===== config.mk =====
export PLATFORM = sky130hd
export DESIGN_NAME = memory_arbiter
export DESIGN_NICKNAME = d
export VERILOG_FILES = /design/src/rtl/memory_arbiter_pkg.sv /design/src/rtl/arb_priority_select.sv /design/src/rtl/memory_arbiter.sv
export SDC_FILE = /design/constraint.sdc
export NUM_CORES = 1
export LEC_CHECK = 0
export BUFFER_PORTS_ARGS = -buffer_cell sky130_fd_sc_hd__buf_2
export CAP_MARGIN = 20
export CORE_ASPECT_RATIO = 1.2
export CORE_MARGIN = 10
export CORE_UTILIZATION = 42
export DETAILED_ROUTE_END_ITERATION = 12
export PLACE_DENSITY_LB_ADDON = 0.25
export SETUP_SLACK_MARGIN = 0.4
export SLEW_MARGIN = 20
export SYNTH_ARGS = -nofsm -noshare
export SYNTH_HDL_FRONTEND = slang
export SYNTH_SLANG_ARGS = --single-unit

===== constraint.sdc =====
create_clock -name clk -period 1.5 [get_ports clk]
set_clock_uncertainty 0.1 [all_clocks]
set_input_delay 0.075 -clock clk [delete_from_list [all_inputs] [get_ports clk]]
set_output_delay 0.075 -clock clk [all_outputs]
set_load 0.03 [all_outputs]

===== src/rtl/memory_arbiter_pkg.sv =====
// Shared types and constants for the memory arbiter.
package memory_arbiter_pkg;

  typedef enum logic [1:0] {
    IDLE      = 2'd0,
    FETCH_ACC = 2'd1,
    DATA_ACC  = 2'd2
  } arb_state_e;

  localparam logic SEL_FETCH = 1'b0;
  localparam logic SEL_DATA  = 1'b1;

  localparam int STARVE_LIMIT_DEFAULT = 4;

  // Width of a counter that must reach the value 'limit'.
  function automatic int starve_cnt_w(input int limit);
    return (limit < 1) ? 1 : $clog2(limit + 1);
  endfunction

endpackage


===== src/rtl/arb_priority_select.sv =====
// Winner selection between fetch and data ports.
// Data has fixed priority. With MEM_ARB_STARVE_GUARD_EN defined, a saturating
// counter of consecutive fetch losses lets fetch win once it reaches STARVE_LIMIT.
import memory_arbiter_pkg::*;

module arb_priority_select #(
  parameter int STARVE_LIMIT = STARVE_LIMIT_DEFAULT
) (
  input  logic clk,
  input  logic reset,
  input  logic arb_en_i,
  input  logic fetch_req_i,
  input  logic data_req_i,
  output logic win_vld_o,
  output logic win_sel_o
);

  assign win_vld_o = arb_en_i & (fetch_req_i | data_req_i);

`ifdef MEM_ARB_STARVE_GUARD_EN
  localparam int CW = starve_cnt_w(STARVE_LIMIT);
  localparam logic [CW-1:0] LIMIT = CW'(STARVE_LIMIT);

  logic [CW-1:0] starve_cnt_q, starve_cnt_d;
  logic          starved;

  assign starved = (starve_cnt_q == LIMIT);

  // Data wins contention unless fetch has already lost LIMIT times in a row.
  always_comb begin
    win_sel_o = SEL_FETCH;
    if (data_req_i && !(fetch_req_i && starved)) win_sel_o = SEL_DATA;
  end

  // Count fetch losses during arbitration; clear on a fetch win, saturate at LIMIT.
  always_comb begin
    starve_cnt_d = starve_cnt_q;
    if (win_vld_o && fetch_req_i) begin
      if (win_sel_o == SEL_FETCH) starve_cnt_d = '0;
      else if (!starved)          starve_cnt_d = starve_cnt_q + 1'b1;
    end
  end

  // Counter register, cleared by reset.
  always_ff @(posedge clk or negedge reset) begin
    if (!reset) starve_cnt_q <= '0;
    else        starve_cnt_q <= starve_cnt_d;
  end
`else
  // Plain fixed priority: data always wins contention.
  always_comb begin
    win_sel_o = data_req_i ? SEL_DATA : SEL_FETCH;
  end

  // Clock, reset and limit are only needed by the starvation counter.
  logic unused_guard;
  assign unused_guard = clk ^ reset ^ (STARVE_LIMIT < 0);
`endif

endmodule


===== src/rtl/memory_arbiter.sv =====
// Two-port (fetch/data) arbiter in front of a single-cycle memory.
// One access per two cycles: gnt at T, memory access at T+1, rvalid at T+2.
// Optional starvation guard: define MEM_ARB_STARVE_GUARD_EN.
import memory_arbiter_pkg::*;

module memory_arbiter #(
  parameter int DATA_WIDTH   = 32,
  parameter int STARVE_LIMIT = STARVE_LIMIT_DEFAULT
) (
  input  logic                  clk,
  input  logic                  reset,
  input  logic                  fetch_req_i,
  input  logic [DATA_WIDTH-1:0] fetch_addr_i,
  output logic                  fetch_gnt_o,
  output logic                  fetch_rvalid_o,
  output logic [DATA_WIDTH-1:0] fetch_rdata_o,
  input  logic                  data_req_i,
  input  logic                  data_we_i,
  input  logic [DATA_WIDTH-1:0] data_addr_i,
  input  logic [DATA_WIDTH-1:0] data_wdata_i,
  output logic                  data_gnt_o,
  output logic                  data_rvalid_o,
  output logic [DATA_WIDTH-1:0] data_rdata_o,
  output logic [DATA_WIDTH-1:0] mem_address_o,
  output logic [DATA_WIDTH-1:0] mem_write_data_o,
  output logic                  mem_write_enable_o,
  input  logic [DATA_WIDTH-1:0] mem_instruction_i,
  output logic                  busy_o
);

  arb_state_e            state_q, state_d;
  logic [DATA_WIDTH-1:0] addr_q, addr_d;
  logic [DATA_WIDTH-1:0] wdata_q, wdata_d;
  logic                  we_q, we_d;
  logic                  fetch_rvalid_q, fetch_rvalid_d;
  logic                  data_rvalid_q, data_rvalid_d;
  logic [DATA_WIDTH-1:0] fetch_rdata_q, fetch_rdata_d;
  logic [DATA_WIDTH-1:0] data_rdata_q, data_rdata_d;

  logic win_vld, win_sel;
  logic in_idle;

  assign in_idle = (state_q == IDLE);

  arb_priority_select #(.STARVE_LIMIT(STARVE_LIMIT)) u_sel (
    .clk        (clk),
    .reset      (reset),
    .arb_en_i   (in_idle),
    .fetch_req_i(fetch_req_i),
    .data_req_i (data_req_i),
    .win_vld_o  (win_vld),
    .win_sel_o  (win_sel)
  );

  // Next state: latch the winner in IDLE, complete the access after one ACC cycle.
  always_comb begin
    state_d        = state_q;
    addr_d         = addr_q;
    wdata_d        = wdata_q;
    we_d           = we_q;
    fetch_rvalid_d = 1'b0;
    data_rvalid_d  = 1'b0;
    fetch_rdata_d  = fetch_rdata_q;
    data_rdata_d   = data_rdata_q;
    case (state_q)
      IDLE: begin
        if (win_vld) begin
          if (win_sel == SEL_DATA) begin
            state_d = DATA_ACC;
            addr_d  = data_addr_i;
            wdata_d = data_wdata_i;
            we_d    = data_we_i;
          end else begin
            state_d = FETCH_ACC;
            addr_d  = fetch_addr_i;
            wdata_d = '0;
            we_d    = 1'b0;
          end
        end
      end
      FETCH_ACC: begin
        state_d        = IDLE;
        fetch_rvalid_d = 1'b1;
        fetch_rdata_d  = mem_instruction_i;
      end
      DATA_ACC: begin
        state_d       = IDLE;
        data_rvalid_d = 1'b1;
        // Writes are acknowledged but keep the previous load data.
        if (!we_q) data_rdata_d = mem_instruction_i;
      end
      default: state_d = IDLE;
    endcase
  end

  // State and datapath registers; reset aborts any access in flight.
  always_ff @(posedge clk or negedge reset) begin
    if (!reset) begin
      state_q        <= IDLE;
      addr_q         <= '0;
      wdata_q        <= '0;
      we_q           <= 1'b0;
      fetch_rvalid_q <= 1'b0;
      data_rvalid_q  <= 1'b0;
      fetch_rdata_q  <= '0;
      data_rdata_q   <= '0;
    end else begin
      state_q        <= state_d;
      addr_q         <= addr_d;
      wdata_q        <= wdata_d;
      we_q           <= we_d;
      fetch_rvalid_q <= fetch_rvalid_d;
      data_rvalid_q  <= data_rvalid_d;
      fetch_rdata_q  <= fetch_rdata_d;
      data_rdata_q   <= data_rdata_d;
    end
  end

  // Grants are combinational pulses in IDLE, held low while reset is asserted.
  assign fetch_gnt_o = reset & win_vld & (win_sel == SEL_FETCH);
  assign data_gnt_o  = reset & win_vld & (win_sel == SEL_DATA);

  assign fetch_rvalid_o = fetch_rvalid_q;
  assign data_rvalid_o  = data_rvalid_q;
  assign fetch_rdata_o  = fetch_rdata_q;
  assign data_rdata_o   = data_rdata_q;

  // Memory bus is only driven during an access.
  assign mem_address_o      = in_idle ? '0 : addr_q;
  assign mem_write_data_o   = in_idle ? '0 : wdata_q;
  assign mem_write_enable_o = (state_q == DATA_ACC) & we_q;
  assign busy_o             = ~in_idle;

endmodule


# Word level (Yosys, flattened, before mapping)
# Index checks and enable logic that the tools add are counted.
[word_totals]
input_bits = 133
wordCells = 34
out_inout_bits = 134
ff_bits = 133
[op_classes]
reduce_logical = 3
n_eq_ne = 3
muxes = 11
bitwise_logic = 9
[ops]
columns = ["operator", "n"]
rows = [
  ["$mux 32", 4],
  ["$mux 2", 3],
  ["$and 1x1->1", 5],
  ["$mux 1", 4],
  ["$reduce_and 2->1", 2],
  ["$not 1->1", 3],
  ["$eq 2x1->1 const B", 1],
  ["$eq 2x2->1 const B", 1],
  ["$logic_not 2->1", 1],
  ["$ne 2x2->1 const B", 1],
  ["$or 1x1->1", 1],
]

# Logic depth before layout (Yosys ltp)
[logic_depth]
word_depth = 4
ltp_mapped = 5
depth_no_buf = 3

# Cells and area by module
# Synthesis repeated with hierarchy kept, for this count alone.
[unflattened]
cells_unflattened = 467
area_unflattened_um2 = 5969.5
[by_module_without_submodules]
columns = ["mod", "seq_area_each_um2", "area_per_inst_um2", "cells_each", "instances"]
rows = [
  ["memory_arbiter", 3328.2, 5954.5, 465, 1],
  ["arb_priority_select", 0.0, 15.0, 2, 1],
]

# Least setup slack after synthesis
# Ideal clock, no wire load.
[synth_path]
kind = "register -> output"
from = "register state_q[0]"
to = "output fetch_gnt_o"
path_buffers = 2
path_stages_with_launch = 6
arrival_ns = 1.715
setup_slack_ns = -0.390
required_ns = 1.325
path_cell_list = "dfrtp_1 > nor2_2 > o21ai_2 > buf_6 > buf_2 > nor3b_1"
[synth_via]
elab_chain_cells = 4
[synth_lines]
columns = ["element", "line_no", "rtl"]
rows = [
  ["from (decl)", "memory_arbiter.sv:31", "arb_state_e state_q, state_d;"],
  ["from (signal assigned)", "memory_arbiter.sv:108", "state_q <= state_d;"],
  ["$logic_not 2->1", "memory_arbiter.sv:43", "assign in_idle = (state_q == IDLE);"],
  ["$and 1x1->1", "arb_priority_select.sv:18", "assign win_vld_o = arb_en_i & (fetch_req_i | data_req_i);"],
  ["$and 1x1->1 (2 in series)", "memory_arbiter.sv:120", "assign fetch_gnt_o = reset & win_vld & (win_sel == SEL_FETCH);"],
  ["to (decl)", "memory_arbiter.sv:14", "output logic fetch_gnt_o,"],
]
# Every way passes these cells.

# Worst setup path after layout
[layout_path]
from = "register state_q[0]"
to = "output mem_write_data_o[0]"
[layout_via]
elab_chain_cells = 2
[layout_lines]
columns = ["element", "line_no", "rtl"]
rows = [
  ["$logic_not 2->1", "memory_arbiter.sv:43", ""],
  ["$mux 32", "memory_arbiter.sv:130", "assign mem_write_data_o = in_idle ? '0 : wdata_q;"],
  ["to (decl)", "memory_arbiter.sv:25", "output logic [DATA_WIDTH-1:0] mem_write_data_o,"],
]
# Every way passes these cells.

==> qor.yml <==
run_status:
  outcome: "complete, but fails checks"
  violations: "setup timing"
clock_tree:
  cts_tree: "done"
  cts_buffer_depth: 2
  path_clk_slew_ns: 0.06
  clock-sinks: 133
  root_buffer: "clkbuf_16"
  cts_made_buffers: 17
  h-tree-depth: 4
  worstSkewPairLatency_ns: 0.40
setup_path:
  rr_startpoint: "state_q[0]$_DFFE_PN0P_"
  worstPathArrival_ns: 1.64
  path_class: "reg2out"
  slowest_delay_ns: 0.43
  end_kind: "output port"
  path_cells: "nor2_4, inv_2, buf_12, and2_4, buf_4"
  critical_path.max_fanout: 37
  cp.required_ns: 1.32
  slowest_stage: "dfrtp_2"
  rrSetupSlack_ns: -0.31
  r2r_end: "data_rdata_o[15]$_DFFE_PN0P_"
  reg2regPathDepth: 6
  start_kind: "flop"
placed_design:
  placed_cell_area_um2: 7731
  dpl.cell_count: 821
  gp_congestion: 0.7932
  dpl_worst_slack_ns: -0.03179
  post-dp-hpwl_um: 12900
  io_buffers: 266
pwr:
  cellPowerDensity_nw_per_um2: 1535
  p_total_mw: 16.90
  cellLeakagePower_nw: 5.405
  ir_drop_mv: 1.210
floorplanning:
  die_w_um: 126.9
  fp.dieH_um: 148.3
  rows: 46
  core_region_area_um2: 13350
  dieArea_um2: 18820
  start_util_pct: 43.14
  io_pins: 267
global_routing:
  antenna_found_initial: 7
  overflow: 0
  first_global_vias: 5803
  track_usage_pct: 22.48
  grt_max_degree: 40
  grt_pass1_wl_um: 33660
timing:
  drv_slew: 0
  worst_pin_slew_ns: 0.4437
  slew-limit-headroom_pct: 70.42
  fmax_ghz: 0.5514
  period_needed_ns: 1.814
  rsz0062_at_grt: "yes"
  setup_ws_ns: -0.3135
  hold_viol_final: 0
  setup_viol: 133
  period_share_pct: 120.9
synth:
  synth_most_common_cell: "dfrtp_1"
  avgSynthCellArea_um2: 14.44
  synthFlopType: "dfrtp_1"
  yosysTopAreaCellShare_pct: 57.78
  synth_edf_count: 0
  synth_largest_area_cell: "dfrtp_1"
  yosysWarningCount: 0
  synth_area_leaders: "dfrtp_1, mux2_2, and2_1, a22o_1, buf_6"
  yosysUniqueCellTypes: 18
  synth_fp_nets: 532
  ys_ff_latch: 133
  syn-cell-area_um2: 5761
  synth_commonest_cells: "dfrtp_1, mux2_2, and2_1"
  ys_async_sr_fraction_pct: 100.0
  synthCells: 399
  yosysSeqAreaShare_pct: 57.78
routing:
  highest_layer: "met4"
  postRouteAntennaNets: 0
  post_drt_via_cell_ratio: 4.990
  vias: 5215
  wl_met1_um: 8905
  dr_wl_met2_um: 12190
  wl_per_cell_um: 22.89
  drt_first_pass_iters: 4
  wl_um: 23920
  met3_length_um: 2188
  drtIter0Drc: 324
  post-route-drc-count: 0
min_path:
  hp-start: "fetch_req_i"
  hold_class: "in2reg"
  hold_depth: 3
  whs_endpoint: "addr_q[3]$_DFFE_PN0P_"
run:
  maxCapViolCount: 0
final_layout:
  nFillCells: 638
  area_growth_pct: 91.16
  final_nets: 990
  finalInstanceArea_um2: 11010
  drive_gt1_share_pct: 65.86
  final_cells: 1045
  postLayoutCoreUtil_pct: 82.47
cell usage in the layout, fill, tap and decap left out:
cell,count
diode_2,7
bufinv_16,2
and2_4,65
nor2b_4,3
dfrtp_1,131
buf_6,109
mux2_2,52
buf_16,4
inv_8,2
nor3b_4,1
clkbuf_8,1
mux2_4,76
nor2_4,1
dlygate4sd3_1,131
nor2_2,1
inv_6,6
and3_1,1
clkinvlp_4,2
clkbuf_16,19
dfrtp_2,2
a22o_1,33
buf_4,45
clkinv_4,1
bufbuf_16,1
buf_12,12
o21ai_4,1
buf_2,163
inv_2,1
and2_1,1
buf_8,2
clkinv_2,1
area by class of cell:
type / count / area, µm² / share of cell area (%)
clock inverter: 14 / 163.9 / 1.488
tap: 168 / 210.2 / 1.909
timing repair buffer: 469 / 4155 / 37.73
inverter: 1 / 3.754 / 0.03409
multi-input combinational: 235 / 2691 / 24.44
clock buffer: 18 / 439.2 / 3.988
antenna: 7 / 17.52 / 0.1591
sequential: 133 / 3331 / 30.25
critical path: cells and delay by family (launching register included):
kind,cells,cell delay (ns)
DFF,1,0.43
buffers and inverters,3,0.42
and+or+nand+nor,2,0.35
per-stage QoR:
stage	hold WS [ns]	TNS, ns
finish	0.02711	-26.41
global route	0.01421	-32.38
CTS	0.002881	-24.25
detailed placement	-0.1452	-0.8469
global placement	-0.1469	0
floorplan	-0.3206	0
sequential cells by signal, summed over array words and instances, names as in the netlist:
signal          cells
addr_q             32
we_q                1
fetch_rvalid_o      1
fetch_rdata_o      32
state_q             2
data_rvalid_o       1
data_rdata_o       32
wdata_q            32
how the worst max path moves through the flow:
| stage | depth (start not counted) | to | start | slack, ns |
|---|---|---|---|---|
| floorplan | 5 | data_rdata_o[10]$_DFFE_PN0P_ | state_q[0]$_DFFE_PN0P_ | 0.06 |
| global placement | 4 | data_rdata_o[4]$_DFFE_PN0P_ | state_q[0]$_DFFE_PN0P_ | 0.006 |
| detailed placement | 4 | data_rdata_o[5]$_DFFE_PN0P_ | state_q[0]$_DFFE_PN0P_ | -0.03 |
| CTS | 5 | mem_write_data_o[0] | state_q[0]$_DFFE_PN0P_ | -0.29 |
| global route | 5 | mem_write_data_o[0] | state_q[0]$_DFFE_PN0P_ | -0.36 |
| finish | 5 | mem_write_data_o[0] | state_q[0]$_DFFE_PN0P_ | -0.31 |
what timing repair did:
| item | CTS | global route |
|---|---|---|
| hold buffers | 132 | 0 |
| endpoints found under the setup margin | 266 | 266 |
| hold endpoints to repair | 263 | 0 |
| pin swaps | 1 | 1 |
| gates resized for setup | 145 | 131 |
| gates cloned | 5 | 6 |
| buffers inserted | 5 | 37 |
power by group:
group          leakage (nW)  internal (mW)  switching (mW)
registers              1.60           4.55           0.701
clock network         0.293           2.55            1.76
logic                  3.52           3.82            3.52
logic make-up (layout without fill, tap and decap cells):
logic type / after synthesis / in the layout / synth area share (%)
other: 0 / 7 / 0
muxes: 128 / 128 / 25.22
DFF: 133 / 133 / 57.78
buffers and inverters: 31 / 502 / 3.670
and+or+nand+nor: 73 / 73 / 8.167
AOI/OAI and AO/OA: 34 / 34 / 5.169
metal layers:
metal  GRT usage (%)  vias up
met2           36.71      259
met1           25.51     2583
li1                -     2331
met3           10.42       42
met5               0        -
met4           7.241        0
Power figures use the tool's default switching activity.
